### config.mk
export PLATFORM = sky130hd
export DESIGN_NAME = ffs_iter
export DESIGN_NICKNAME = d
export VERILOG_FILES = /design/src/rtl/ffs_iter.sv
export SDC_FILE = /design/constraint.sdc
export NUM_CORES = 1
export LEC_CHECK = 0
export BUFFER_PORTS_ARGS = -buffer_cell sky130_fd_sc_hd__buf_2
export CORE_UTILIZATION = 45
export DETAILED_ROUTE_END_ITERATION = 12
export GPL_TIMING_DRIVEN = 0
export HOLD_SLACK_MARGIN = 0.06
export PLACE_DENSITY = 0.67
export SYNTH_ARGS = -nofsm -noshare
export SYNTH_HDL_FRONTEND = slang
export SYNTH_SLANG_ARGS = --single-unit
export TNS_END_PERCENT = 10
### constraint.sdc
create_clock -name clk_i -period 3.15 [get_ports clk_i]
set_input_delay 0.315 -clock clk_i [delete_from_list [all_inputs] [get_ports clk_i]]
set_output_delay 0.315 -clock clk_i [all_outputs]
set_load 0.005 [all_outputs]
### src/rtl/ffs_iter.sv
// ffs_iter: iterates over the set bits of an accepted vector and emits one
// bit index per output handshake. MODE=0 emits lowest-first, MODE=1
// highest-first.
// Optional build macro FFS_ITER_EMPTY_FLUSH_EN: an accepted all-zero vector
// produces a single beat flagged with out_empty_o instead of being dropped.

// Priority encoder returning the index of the lowest (MODE=0) or highest
// (MODE=1) set bit of in_vec; returns 0 for an all-zero input.
module ffs_iter_lzc #(
  parameter int   WIDTH = 8,
  parameter logic MODE  = 1'b0,
  parameter int   IW    = 3
) (
  input  logic [WIDTH-1:0] in_vec,
  output logic [IW-1:0]    idx
);

  // Later loop iterations win, so the scan order picks the reported bit
  always_comb begin
    idx = '0;
    if (MODE == 1'b0) begin
      for (int i = WIDTH - 1; i >= 0; i--) begin
        if (in_vec[i]) idx = IW'(i);
      end
    end else begin
      for (int i = 0; i < WIDTH; i++) begin
        if (in_vec[i]) idx = IW'(i);
      end
    end
  end

endmodule

module ffs_iter #(
  parameter int   WIDTH = 8,
  parameter logic MODE  = 1'b0,
  localparam int  IW    = (WIDTH > 1) ? $clog2(WIDTH) : 1
) (
  input  logic             clk_i,
  input  logic             rst_i,
  input  logic             flush_i,
  input  logic             in_valid_i,
  output logic             in_ready_o,
  input  logic [WIDTH-1:0] in_data_i,
  output logic             out_valid_o,
  input  logic             out_ready_i,
  output logic [IW-1:0]    out_idx_o,
  output logic             out_last_o,
  output logic             out_empty_o
);

  typedef enum logic {
    IDLE = 1'b0,
    BUSY = 1'b1
  } state_t;

  state_t           state_q, state_nx;
  logic [WIDTH-1:0] pending_q, pending_nx;
  logic             empty_q, empty_nx;

  logic [IW-1:0]    lzc_idx;
  logic [WIDTH-1:0] bit_mask;
  logic             single_bit;
  logic             out_hs;
  logic             in_hs;
  logic             busy;

  ffs_iter_lzc #(
    .WIDTH (WIDTH),
    .MODE  (MODE),
    .IW    (IW)
  ) u_lzc (
    .in_vec (pending_q),
    .idx    (lzc_idx)
  );

  // Output decode: beat fields are forced to zero outside BUSY so reset and
  // idle present clean values regardless of pending contents
  always_comb begin
    busy        = (state_q == BUSY);
    bit_mask    = WIDTH'(1) << lzc_idx;
    // Clearing the lowest set bit leaves zero only for a one-hot vector
    single_bit  = ((pending_q & (pending_q - WIDTH'(1))) == '0);
    out_valid_o = busy;
    out_idx_o   = (busy && !empty_q) ? lzc_idx : '0;
    out_last_o  = busy && (empty_q || single_bit);
`ifdef FFS_ITER_EMPTY_FLUSH_EN
    out_empty_o = busy && empty_q;
`else
    out_empty_o = 1'b0;
`endif
    out_hs      = out_valid_o && out_ready_i;
    // A new vector may enter while the final beat leaves: zero-bubble reload
    in_ready_o  = (!busy || (out_hs && out_last_o)) && !flush_i;
    in_hs       = in_valid_i && in_ready_o;
  end

  // Next-state logic: flush overrides everything, then consume, then load
  always_comb begin
    state_nx   = state_q;
    pending_nx = pending_q;
    empty_nx   = empty_q;
    if (flush_i) begin
      state_nx   = IDLE;
      pending_nx = '0;
      empty_nx   = 1'b0;
    end else begin
      if (out_hs) begin
        pending_nx = pending_q & ~bit_mask;
        empty_nx   = 1'b0;
        if (out_last_o) state_nx = IDLE;
      end
      if (in_hs) begin
        if (in_data_i != '0) begin
          pending_nx = in_data_i;
          empty_nx   = 1'b0;
          state_nx   = BUSY;
        end else begin
`ifdef FFS_ITER_EMPTY_FLUSH_EN
          pending_nx = '0;
          empty_nx   = 1'b1;
          state_nx   = BUSY;
`else
          // Zero vector is swallowed; the FSM stays or returns to IDLE
          pending_nx = '0;
          empty_nx   = 1'b0;
`endif
        end
      end
    end
  end

  // State and pending registers; reset discards any vector in flight
  always_ff @(posedge clk_i or posedge rst_i) begin
    if (rst_i) begin
      state_q   <= IDLE;
      pending_q <= '0;
      empty_q   <= 1'b0;
    end else begin
      state_q   <= state_nx;
      pending_q <= pending_nx;
      empty_q   <= empty_nx;
    end
  end

endmodule

Word level (Yosys, flattened, before mapping)
Cells that the tools add are included.
Cells by class
  bitwise operators: 3
  shift operators: 1
  reductions and logical operators: 14
  add/sub/neg operators: 1
  mux-type cells: 21
Operator list (number)
  $mux 8: 4
  $mux 3: 9
  $and 8x8->8: 2
  $logic_not 8->1: 1
  $mux 1: 8
  $not 8->8: 1
  $reduce_bool 8->1: 1
  $shl 1x3->8 const A: 1
  $sub 8x1->8 const B: 1
  $logic_and 1x1->1: 6
  $logic_not 1->1: 3
  $reduce_bool 3->1: 1
  $logic_or 1x1->1: 2
Storage, ports and cells
  flip-flop bits (word level): 10
  output and inout port bits: 7
  word-level logic and storage cells: 43

Logic depth before layout (Yosys ltp)
  depth after elaboration: 14
  gate-level depth with buffers: 7

By module
Synthesis repeated with hierarchy kept, for this count alone.
Unflattened totals
  cell total of the unflattened synthesis: 85
  area total of the unflattened synthesis: 742.0 um^2
By module, submodules not included
  ffs_iter: cells an instance 73, area each 658.1 um^2, instances 1, sequential area each 225.2 um^2
  ffs_iter_lzc: cells an instance 12, area each 83.8 um^2, instances 1, sequential area each 0.0 um^2

Worst setup path after synthesis
Ideal clock, no wire load.
  kind: reg-to-reg
  start: reg pending_q[1]
  end: reg pending_q[1]
  setup time: 65 ps
  data required time: 3085 ps
  arrival time: 2046 ps
  slack: 1039 ps
  buffers on the path: 2
  cell stages (with the launch flop): 8
  path through: dfrtp_1 buf_6 or4_4 o41ai_4 o221ai_2 nor4bb_1 buf_4 a221o_2
On the way
  longest elaborated chain between the ends: 11
  elaborated cells between the ends (all ways): 18
  those cells by class: 1 x add/sub; 1 x shift; 5 x mux; 3 x bitwise; 8 x reduce/logical
Ends and longest elaborated chain
  start: declaration: line 58  | logic [WIDTH-1:0] pending_q, pending_nx;
  start signal: assignment: line 141  | pending_q <= pending_nx;
  $sub 8x1->8: line 83  | single_bit = ((pending_q & (pending_q - WIDTH'(1))) == '0);
  $and 8x8->8: line 83
  $logic_not 8->1: line 83
  $logic_or 1x1->1: line 86  | out_last_o = busy && (empty_q || single_bit);
  $logic_and 1x1->1: line 86
  $logic_and 1x1->1: line 94  | in_ready_o = (!busy || (out_hs && out_last_o)) && !flush_i;
  $logic_or 1x1->1: line 94
  $logic_and 1x1->1: line 94
  $logic_and 1x1->1: line 95  | in_hs = in_valid_i && in_ready_o;
  $mux 8: line 113  | if (in_hs) begin
  $mux 8: line 103  | if (flush_i) begin
Several ways; a longest one is shown, not always the timed one. The select of a mux whose other input is x is not followed.
A chain may end at the register's enable or synchronous reset.

Worst setup path after layout
  start: reg pending_q[1]
  end: out out_last_o
On the way
  longest elaborated chain between the ends: 5
Ends and longest elaborated chain
  $sub 8x1->8: line 83
  $and 8x8->8 *: line 83
  $logic_not 8->1 *: line 83
  $logic_or 1x1->1 *: line 86
  $logic_and 1x1->1 *: line 86
  end: declaration: line 48  | output logic out_last_o,
Mark *: on every way between the ends. The rest lies on a longest branch, timed or not.

==> impl_results.md <==
- Status: finished, final reports clean
- Final setup fails: 0
- Post-DR wirelength/cell: 16.3 um
- Final hold vios: 0
- Clk slew on worst S/H paths: 60 ps
- CTS Root Cell: clkbuf_4
- Slew @ Worst Pin: 675 ps
- Ant. Diodes: 0
- Worst reg-to-reg setup slack: 800 ps
- Clock Path Buffers: 2
- Fin Setup TNS: 0 ps
- Most frequent cells in the layout: buf_2, nor2_1, dfrtp_1
- Share of cells above drive strength 1: 0.362
- Layout area overhead: 18.5%
- Avg Cell Area, Syn: 8.50 um^2
- Min-delay src: in_data_i[2]
- HPWL reported at the end of detailed placement: 1540 um
- DR iter-0 viols: 40
- Post-place setup slack: 825 ps
- CTS buffer count: 3
- Switching pwr: 0.000148 W
- 1st-pass router iterations: 4
- Setup Crit Path Kind: register to output port
- Critical Path Source: pending_q[1]
- Worst slew margin: 0.550
- Final Max Tran Viols: 0
- Design Power: 0.000393 W
- Internal: 0.000245 W
- Sw frac: 0.377
- Largest net degree at the start of global routing: 11
- CTS tree: yes
- Clk_lat worst skew: 270 ps
- Synthesized net count: 106
- DR vias: 837
- Req. time, crit path: 2830 ps
- Initial antenna violation count: 0
- Critical path fanouts, max: 9
- Gp weighted congestion: 0.821
- FF-to-FF Start: pending_q[1]
- Synth Instances: 93
- Number of synthesized flops with an enable pin: 0
- P_leak: 0.423 nW
- Clock skew: 0.270 ps
- Cts repair resizes: 0
- DRT Wirelength: 2150 um
- Max-cap violations: 0
- Setup ws final: 602 ps
- Fmax: 392 MHz
- Main synth FF type: dfrtp_1
- RSZ-0062 raised after global routing: false
- HP Class: primary input to register
- Hold Path Sink: pending_q[2]
- Nets: 130
- Reg2reg path depth: 7
- Via density: 6.34
- Vias in the first global route: 754
- First-pass GRT wire length: 3400 um
- Area of the die: 0.00193 mm^2
- # DRC: 0
- Worst EP arrival: 2230 ps
- Die Ht: 43.9 um
- PD cells: 419 mW/mm^2
- Num rows: 14
- Clock power share: 0.239
- Total grt overflow: 0
- Post-DRT Antenna Nets: 0
- Post-synthesis cell area: 791 um^2
- Peak VDD IR: 0.248 mV
- FFs w/ async S/R, synth: 1.00
- Comb power frac: 0.401
- Crit. End Element: output port
- Netlist cell types: 34
- Non-Filler Instances: 132
- RR Endpoint: pending_q[5]
- I/O Buffers: 18
- Core area: 0.00158 mm^2
- Most common cell after layout, fill and taps aside: buf_2
- Clock sink count: 9
- Core Util, Final: 0.594
- Cell count after placement: 127
- Initial core utilization: 0.502
- Setup Buffers After CTS: 0
- Htree depth: 1
- #FFs+latches synth: 9
- Kind of start point of the critical path: register
- Sequential fraction of design power: 0.360
- Hold path depth: 2
- IO Pins: 20
- Minimum clock period: 2550 ps
- Ys Warns: 0
- Die Wd: 43.9 um
- Sequential-to-total area share from yosys stat: 0.285
- Tcrit/Tclk final: 0.809
- Gr usage total: 0.245
## cell usage after synthesis, types with 3 or more instances
library cell,count,share of area
nor3b_1,3,0.028
nor4_1,4,0.032
buf_4,3,0.028
nor3_1,8,0.051
inv_1,4,0.019
dfrtp_1,9,0.28
nand2_1,5,0.024
a21oi_1,4,0.025
a221o_2,6,0.085
o21ai_0,4,0.025
o21a_1,4,0.038
nor2_1,11,0.052
buf_2,3,0.019
## routing by layer
metal	vias up	global-route usage	routed length (um)
li1	405	-	-
met4	0	0.0970	14
met1	392	0.327	986
met5	-	0	0
met3	2	0.0917	148
met2	38	0.358	1000
## power by group through the flow
stage / logic, W / registers, W / clock network [W]
4_1_cts: 0.000155 / 0.000141 / 0.0000958
2_1_floorplan: 0.000113 / 0.000140 / 0
5_1_grt: 0.000170 / 0.000143 / 0.000101
3_5_place_dp: 0.000154 / 0.000143 / 0
3_3_place_gp: 0.000150 / 0.000143 / 0
6_report: 0.000158 / 0.000142 / 0.0000938
## critical path: stages (launching register included)
cell and delay, ps:
dfrtp_1 370, buf_6 130, or4_4 550, nor4_1 510, o221a_2 290, buf_2 100
## cells by family (layout without fill, tap and decap cells)
logic type	Yosys count	in the layout	share of synthesized area
and+or+nand+nor	38	38	0.255
AOI/OAI and AO/OA	32	32	0.356
buffers and inverters	13	36	0.0997
DFF	9	9	0.285
other	1	1	0.00474
## what timing repair did
item,in CTS,in global routing
hold endpoints to repair,9,0
hold buffers,1,0
endpoints found under the setup margin,0,0
## layout make-up
| type | instances | area [um^2] |
|---|---|---|
| clock buffer | 4 | 26.3 |
| multi-input combinational | 71 | 487 |
| timing repair buffer | 19 | 100 |
| buffer | 9 | 63.8 |
| fill | 150 | 639 |
| tap | 16 | 20.0 |
| sequential | 9 | 225 |
| inverter | 4 | 15.0 |
## how the worst max path moves through the flow
stage / endpoint / slack (ps) / cells past startpoint
after detailed placement: pending_q[5] / 820 / 7
after CTS: out_last_o / 620 / 5
after floorplan: pending_q[1] / 1040 / 7
after global placement: pending_q[5] / 870 / 7
final: out_last_o / 600 / 5
after global routing: out_last_o / 490 / 5
## flip-flops by register name, indices dropped and copies added, names as in the netlist
signal / cells
out_valid_o: 1
pending_q: 8
## metrics by stage
step,hold slack [ps],cell area [um^2]
floorplan,143,791
global placement,294,901
detailed placement,299,901
CTS,267,937
global route,273,937
finish,270,937
(Power assumes the default switching activity.)
